<file path="config.mk">
export PLATFORM = sky130hd
export DESIGN_NAME = key_dispatcher_flat
export DESIGN_NICKNAME = d
export VERILOG_FILES = /design/src/rtl/key_dispatcher_if.sv /design/src/rtl/key_dispatcher.sv /design/src/flat_wrapper.sv
export SDC_FILE = /design/constraint.sdc
export NUM_CORES = 1
export LEC_CHECK = 0
export ABC_AREA = 1
export CELL_PAD_IN_SITES_DETAIL_PLACEMENT = 1
export CELL_PAD_IN_SITES_GLOBAL_PLACEMENT = 1
export CORE_MARGIN = 2
export CORE_UTILIZATION = 24
export CTS_CLUSTER_SIZE = 28
export DETAILED_ROUTE_END_ITERATION = 8
export MAX_ROUTING_LAYER = met4
export PLACE_DENSITY = 0.89
export REMOVE_ABC_BUFFERS = 1
export SLEW_MARGIN = 5
export SYNTH_ARGS = -nofsm -noshare
export SYNTH_HDL_FRONTEND = slang
export SYNTH_SLANG_ARGS = --single-unit
</file>
<file path="constraint.sdc">
create_clock -name clk -period 2.2 [get_ports clk]
set_input_delay 0.44 -clock clk [delete_from_list [all_inputs] [get_ports clk]]
set_output_delay 0.44 -clock clk [all_outputs]
set_load 0.02 [all_outputs]
</file>
<file path="src/rtl/key_dispatcher_if.sv">
// Handshake bundle between the key dispatcher, the LFSR key generator and the
// decryption cores. master = dispatcher side, slave = generator/cores side.
interface key_dispatcher_if #(
   parameter int NUM_CORES = 4,
   parameter int KEY_WIDTH = 24
);
   logic                           lfsr_reset;
   logic [KEY_WIDTH-1:0]           key_in;
   logic                           key_available;
   logic                           key_exhausted;
   logic                           key_read;
   logic [NUM_CORES-1:0]           core_req;
   logic [NUM_CORES-1:0]           core_busy;
   logic [NUM_CORES-1:0]           core_found;
   logic [NUM_CORES*KEY_WIDTH-1:0] core_result_key;
   logic [NUM_CORES-1:0]           core_grant;
   logic [KEY_WIDTH-1:0]           core_key;
   logic                           abort;

   modport master (
      output lfsr_reset, key_read, core_grant, core_key, abort,
      input  key_in, key_available, key_exhausted,
      input  core_req, core_busy, core_found, core_result_key
   );

   modport slave (
      input  lfsr_reset, key_read, core_grant, core_key, abort,
      output key_in, key_available, key_exhausted,
      output core_req, core_busy, core_found, core_result_key
   );
endinterface

</file>
<file path="src/rtl/key_dispatcher.sv">
// Hands LFSR keys to decryption cores round-robin and collects the winning key.
// Define KEY_DISPATCH_STATS_EN to count grants on keys_issued (else tied to 0).
module key_dispatcher #(
   parameter int NUM_CORES = 4,
   parameter int KEY_WIDTH = 24
) (
   input  logic                 clk,
   input  logic                 reset,
   input  logic                 start,
   key_dispatcher_if.master     bus,
   output logic                 done,
   output logic                 success,
   output logic [KEY_WIDTH-1:0] secret_key,
   output logic [KEY_WIDTH:0]   keys_issued
);
   localparam int unsigned NC = NUM_CORES;
   localparam int          IW = (NUM_CORES > 1) ? $clog2(NUM_CORES) : 1;

   typedef enum logic [2:0] {IDLE, INIT, DISPATCH, ADVANCE, DRAIN, DONE} state_t;

   state_t               state;
   logic [IW-1:0]        rr_next;
   logic [IW-1:0]        grant_idx;
   logic [IW-1:0]        rr_after;
   logic                 grant_ok;
   logic                 any_found;
   logic [KEY_WIDTH-1:0] found_key;
   logic                 start_fire;
   logic                 grant_fire;

   // First requesting core at or after rr_next, wrapping modulo NUM_CORES.
   always_comb begin
      int unsigned idx;
      idx       = 0;
      grant_idx = '0;
      grant_ok  = 1'b0;
      for (int unsigned off = 0; off < NC; off++) begin
         idx = 32'(rr_next) + off;
         if (idx >= NC) idx = idx - NC;
         if (!grant_ok && bus.core_req[IW'(idx)]) begin
            grant_ok  = 1'b1;
            grant_idx = IW'(idx);
         end
      end
   end

   // Scan downwards so the lowest-index asserting core is the one kept.
   always_comb begin
      any_found = 1'b0;
      found_key = '0;
      for (int unsigned i = NC; i > 0; i--) begin
         if (bus.core_found[IW'(i - 1)]) begin
            any_found = 1'b1;
            found_key = bus.core_result_key[(i - 1) * KEY_WIDTH +: KEY_WIDTH];
         end
      end
   end

   assign rr_after   = (32'(grant_idx) == NC - 1) ? '0 : grant_idx + 1'b1;
   assign start_fire = start && (state == IDLE || state == DONE);
   assign grant_fire = (state == DISPATCH) && !any_found && !bus.key_exhausted &&
                       bus.key_available && grant_ok;

   always_ff @(posedge clk) begin
      if (reset) begin
         state          <= IDLE;
         bus.lfsr_reset <= 1'b1;
         bus.key_read   <= 1'b0;
         bus.core_grant <= '0;
         bus.core_key   <= '0;
         bus.abort      <= 1'b0;
         done           <= 1'b0;
         success        <= 1'b0;
         secret_key     <= '0;
         rr_next        <= '0;
      end else begin
         bus.key_read   <= 1'b0;
         bus.core_grant <= '0;
         case (state)
            IDLE, DONE: begin
               if (start_fire) begin
                  state          <= INIT;
                  bus.lfsr_reset <= 1'b1;
                  bus.abort      <= 1'b0;
                  done           <= 1'b0;
                  success        <= 1'b0;
                  secret_key     <= '0;
                  rr_next        <= '0;
               end
            end
            INIT: begin
               bus.lfsr_reset <= 1'b0;
               state          <= DISPATCH;
            end
            DISPATCH, ADVANCE, DRAIN: begin
               if (any_found) begin
                  secret_key <= found_key;
                  success    <= 1'b1;
                  bus.abort  <= 1'b1;
                  done       <= 1'b1;
                  state      <= DONE;
               end else if (state == DRAIN) begin
                  if (bus.core_busy == '0) begin
                     done    <= 1'b1;
                     success <= 1'b0;
                     state   <= DONE;
                  end
               end else if (bus.key_exhausted) begin
                  state <= DRAIN;
               end else if (grant_fire) begin
                  bus.core_grant <= NUM_CORES'(1) << grant_idx;
                  bus.key_read   <= 1'b1;
                  bus.core_key   <= bus.key_in;
                  rr_next        <= rr_after;
                  state          <= ADVANCE;
               end else if (state == ADVANCE && !bus.key_available) begin
                  state <= DISPATCH;
               end
            end
            default: state <= IDLE;
         endcase
      end
   end

`ifdef KEY_DISPATCH_STATS_EN
   logic [KEY_WIDTH:0] issued_q;

   always_ff @(posedge clk) begin
      if (reset || start_fire) issued_q <= '0;
      else if (grant_fire && issued_q != '1) issued_q <= issued_q + 1'b1;
   end

   assign keys_issued = issued_q;
`else
   assign keys_issued = '0;
`endif
endmodule

</file>
<file path="src/flat_wrapper.sv">
// flat-port wrapper written by rule: the top's interface ports become plain ports
module key_dispatcher_flat 
#(
   parameter int NUM_CORES = 4,
   parameter int KEY_WIDTH = 24
)
  (clk, reset, start, done, success, secret_key, keys_issued, bus_lfsr_reset, bus_key_read, bus_core_grant, bus_core_key, bus_abort, bus_key_in, bus_key_available, bus_key_exhausted, bus_core_req, bus_core_busy, bus_core_found, bus_core_result_key);
  key_dispatcher_if #(.NUM_CORES(NUM_CORES), .KEY_WIDTH(KEY_WIDTH)) bus_i ();
  input  logic clk;
  input  logic reset;
  input  logic start;
  output logic done;
  output logic success;
  output logic [KEY_WIDTH-1:0] secret_key;
  output logic [KEY_WIDTH:0] keys_issued;
  output wire logic [$bits(bus_i.lfsr_reset)-1:0] bus_lfsr_reset;
  output wire logic [$bits(bus_i.key_read)-1:0] bus_key_read;
  output wire logic [$bits(bus_i.core_grant)-1:0] bus_core_grant;
  output wire logic [$bits(bus_i.core_key)-1:0] bus_core_key;
  output wire logic [$bits(bus_i.abort)-1:0] bus_abort;
  input wire logic [$bits(bus_i.key_in)-1:0] bus_key_in;
  input wire logic [$bits(bus_i.key_available)-1:0] bus_key_available;
  input wire logic [$bits(bus_i.key_exhausted)-1:0] bus_key_exhausted;
  input wire logic [$bits(bus_i.core_req)-1:0] bus_core_req;
  input wire logic [$bits(bus_i.core_busy)-1:0] bus_core_busy;
  input wire logic [$bits(bus_i.core_found)-1:0] bus_core_found;
  input wire logic [$bits(bus_i.core_result_key)-1:0] bus_core_result_key;
  assign bus_lfsr_reset = bus_i.lfsr_reset;
  assign bus_key_read = bus_i.key_read;
  assign bus_core_grant = bus_i.core_grant;
  assign bus_core_key = bus_i.core_key;
  assign bus_abort = bus_i.abort;
  assign bus_i.key_in = bus_key_in;
  assign bus_i.key_available = bus_key_available;
  assign bus_i.key_exhausted = bus_key_exhausted;
  assign bus_i.core_req = bus_core_req;
  assign bus_i.core_busy = bus_core_busy;
  assign bus_i.core_found = bus_core_found;
  assign bus_i.core_result_key = bus_core_result_key;
  key_dispatcher #(.NUM_CORES(NUM_CORES), .KEY_WIDTH(KEY_WIDTH)) u_core (.clk(clk), .reset(reset), .start(start), .bus(bus_i), .done(done), .success(success), .secret_key(secret_key), .keys_issued(keys_issued));
endmodule
</file>
==> out/qor.csv, run 1 <==
metric;value;unit
drc;0;
start_kind;flip-flop;
post-cts-setup-buffers;0;
drt-pass1-iter-count;4;
numCtsBuffers;9;
hold_viol;0;
grt_max_degree;32;
coreArea;0.0139;mm2
rr_startpoint;u_core.rr_next[0];
fin_nets;834;
htreeDepth;3;
cts_tree;yes;
whs;461;ps
seq_area_frac_synth;0.362;
synth_largest_area_cell;dfxtp_1;
ioPinCount;219;
synth_ff_type;dfxtp_1;
design_area;0.00594;mm2
total_power;4.94;mW
routed_wl;14.4;mm
power_density;832;mW/mm2
dp_hpwl;11.1;mm
reg2reg_to;u_core.bus.core_key[10];
fill_cells;1693;
cts_hold_buf;0;
r2r_cells;12;
setup_violations;0;
cts_sinks;62;
root_buffer;clkbuf_16;
rrSetupSlack;230;ps
gp_congestion;0.880;
hp-start;u_core.success;
synthArstFlopShare;0;
synth-seq-cells;62;
fin_util;0.426;
syn2layout_area_growth;73.1;%
path_max_fanout;10;
skew;4.42;ps
multi_input_area;0.00184;mm2
postCtsResizedCells;0;
ys_types;32;
syn-cell-area;0.00343;mm2
vias;4147;
antenna_cells;0;
die_width;124;um
fin_crit_sh;0.894;
grt_usage;0.199;
cp-end-kind;flip-flop;
start_util;0.246;
grt_overflow_total;0;
status;completed;
grt_pass1_wl;22.7;mm
num_rows;43;
dieArea;0.0153;mm2
regArea;0.00124;mm2
whs_endpoint;u_core.success;
synth_common_cells;84 x nor2_1, 83 x nand2_1, 77 x a21oi_1;
peakVddDrop;0.000533;V
layout-drive-gt1-share;0.0826;
synthTopCellsByArea;dfxtp_1 36%, a21oi_1 11%, nor2_1 9.2%;
antenna_found_initial;0;
antenna_left;0;
timing.setup.tns;0;ps
rsz0062_at_grt;no;
path_class;flip-flop to flip-flop;
vias_per_cell;4.70;
avgSynthCellArea;6.82;um2
insertion_delay;330;ps
clkTransAtPathRegs;60;ps
port-buffer-count;193;
hold_path.class;flip-flop to flip-flop;
synth.most_common_cell;nor2_1;
yosysWarnings;0;
grt_pass1_vias;4430;
netlist_instances;503;
clock_path_buffers;2;
drtIter0Drc;215;
slew_violations;0;
placed_cell_area;0.00556;mm2
fmax;508;MHz
critical_path_required;2420;ps
synth_top_cell_area_share;0.362;
synth_edf_count;0;
arrival;2190;ps
die_y;124;um
max-cap-violations;0;
min_path_cells;2;
fin_crit;1970;ps
p_leak;2.37;nW
avgRoutedWirePerCell;16.4;um
## cells in the final DEF, fill, tap and decap left out, drive strengths merged
| cell | synthesis | layout |
|---|---|---|
| inv | 25 | 25 |
| bufinv | 0 | 4 |
| a21oi | 79 | 79 |
| nand2 | 90 | 90 |
| nand3b | 1 | 1 |
| o31ai | 21 | 21 |
| clkbuf | 21 | 10 |
| o211ai | 24 | 24 |
| nor3 | 2 | 2 |
| clkinv | 1 | 2 |
| clkinvlp | 0 | 1 |
| buf | 37 | 24 |
| and2 | 1 | 1 |
| o21ai | 35 | 35 |
| nor2 | 85 | 85 |
| nand4 | 2 | 2 |
| a211oi | 1 | 1 |
| nand3 | 14 | 14 |
| dfxtp | 62 | 62 |
| o22ai | 1 | 1 |
| clkdlybuf4s50 | 0 | 193 |
| conb | 1 | 25 |
## cells by family (layout without fill, tap and decap cells)
family	count (synthesis)	in the layout	synth area share
AND/OR/NAND/NOR	195	195	0.236
buffers and inverters	84	259	0.129
flip-flops	62	62	0.362
AO/OA/AOI/OAI	161	161	0.272
other	1	25	0.00109
## metal layers
layer,GRT usage,wire [um]
met1,0.235,6170
met3,0.0378,566
met5,-,0
met2,0.336,7300
met4,0.0753,406
## sequential cells by signal (all words and copies together), names as in the netlist
signal and flops:
u_core.state 3, u_core.bus.key_read 1, u_core.bus.abort 1, u_core.done 1, u_core.rr_next 2, u_core.bus.lfsr_reset 1, u_core.success 1, u_core.bus.core_key 24
u_core.bus.core_grant 4, u_core.secret_key 24
## worst max-delay path by stage
stage	start	end	depth (start not counted)
after floorplan	bus_core_found[0]	u_core.state[0]	7
after global placement	bus_core_req[3]	u_core.bus.core_key[8]	12
after detailed placement	bus_core_req[3]	u_core.bus.core_key[10]	12
after CTS	u_core.rr_next[0]	u_core.bus.core_key[10]	12
after global routing	u_core.rr_next[0]	u_core.bus.core_key[10]	12
final	u_core.rr_next[0]	u_core.bus.core_key[10]	12
## worst max-delay path: stages, from the launching register on
cell,delay (ps)
dfxtp_1,510
inv_2,140
nand2_1,110
nand2_2,90
nand2_1,100
nand2_2,70
nor2_4,120
nand3_2,120
nand2_4,130
inv_4,80
buf_12,140
o21ai_0,180
nor2_1,70
## power by group
group	leakage, nW	switching, mW	total (mW)	internal [mW]
combinational	1.69	0.970	1.76	0.790
sequential	0.503	0.0991	1.39	1.29
clock	0.179	0.536	1.79	1.25
## stage by stage
stage | setup WS [ps] | std cells
after floorplan | 201 | 469
after global placement | 51.6 | 866
after detailed placement | -53.5 | 866
after CTS | 218 | 882
after global routing | 74.0 | 882
final | 233 | 882
## layout make-up
| cell class | count | share of cell area |
|---|---|---|
| clock inverter | 6 | 0.0223 |
| inverter | 26 | 0.0169 |
| tap | 180 | 0.0379 |
| clock buffer | 10 | 0.0403 |
| sequential | 62 | 0.209 |
| multi-input combinational | 381 | 0.309 |
| timing repair buffer | 217 | 0.364 |
No activity file was read; power rests on OpenSTA's default activity.
==> run 2, diff against run 1 <==
--- a/config.mk
+++ b/config.mk
@@ -6,6 +6,7 @@
 export NUM_CORES = 1
 export LEC_CHECK = 0
 export ABC_AREA = 1
+export CAP_MARGIN = 20
 export CELL_PAD_IN_SITES_DETAIL_PLACEMENT = 1
 export CELL_PAD_IN_SITES_GLOBAL_PLACEMENT = 1
 export CORE_MARGIN = 2
==> results of run 2 <==
Final layout, timing and power as in run 1 (identical DEF).
==> run 3, diff against run 2 <==
--- a/config.mk
+++ b/config.mk
@@ -6,11 +6,11 @@
 export NUM_CORES = 1
 export LEC_CHECK = 0
 export ABC_AREA = 1
-export CAP_MARGIN = 20
 export CELL_PAD_IN_SITES_DETAIL_PLACEMENT = 1
 export CELL_PAD_IN_SITES_GLOBAL_PLACEMENT = 1
 export CORE_MARGIN = 2
 export CORE_UTILIZATION = 24
+export CTS_CLUSTER_DIAMETER = 80
 export CTS_CLUSTER_SIZE = 28
 export DETAILED_ROUTE_END_ITERATION = 8
 export MAX_ROUTING_LAYER = met4
==> results of run 3 <==
Final layout, timing and power as in run 1 (identical DEF).
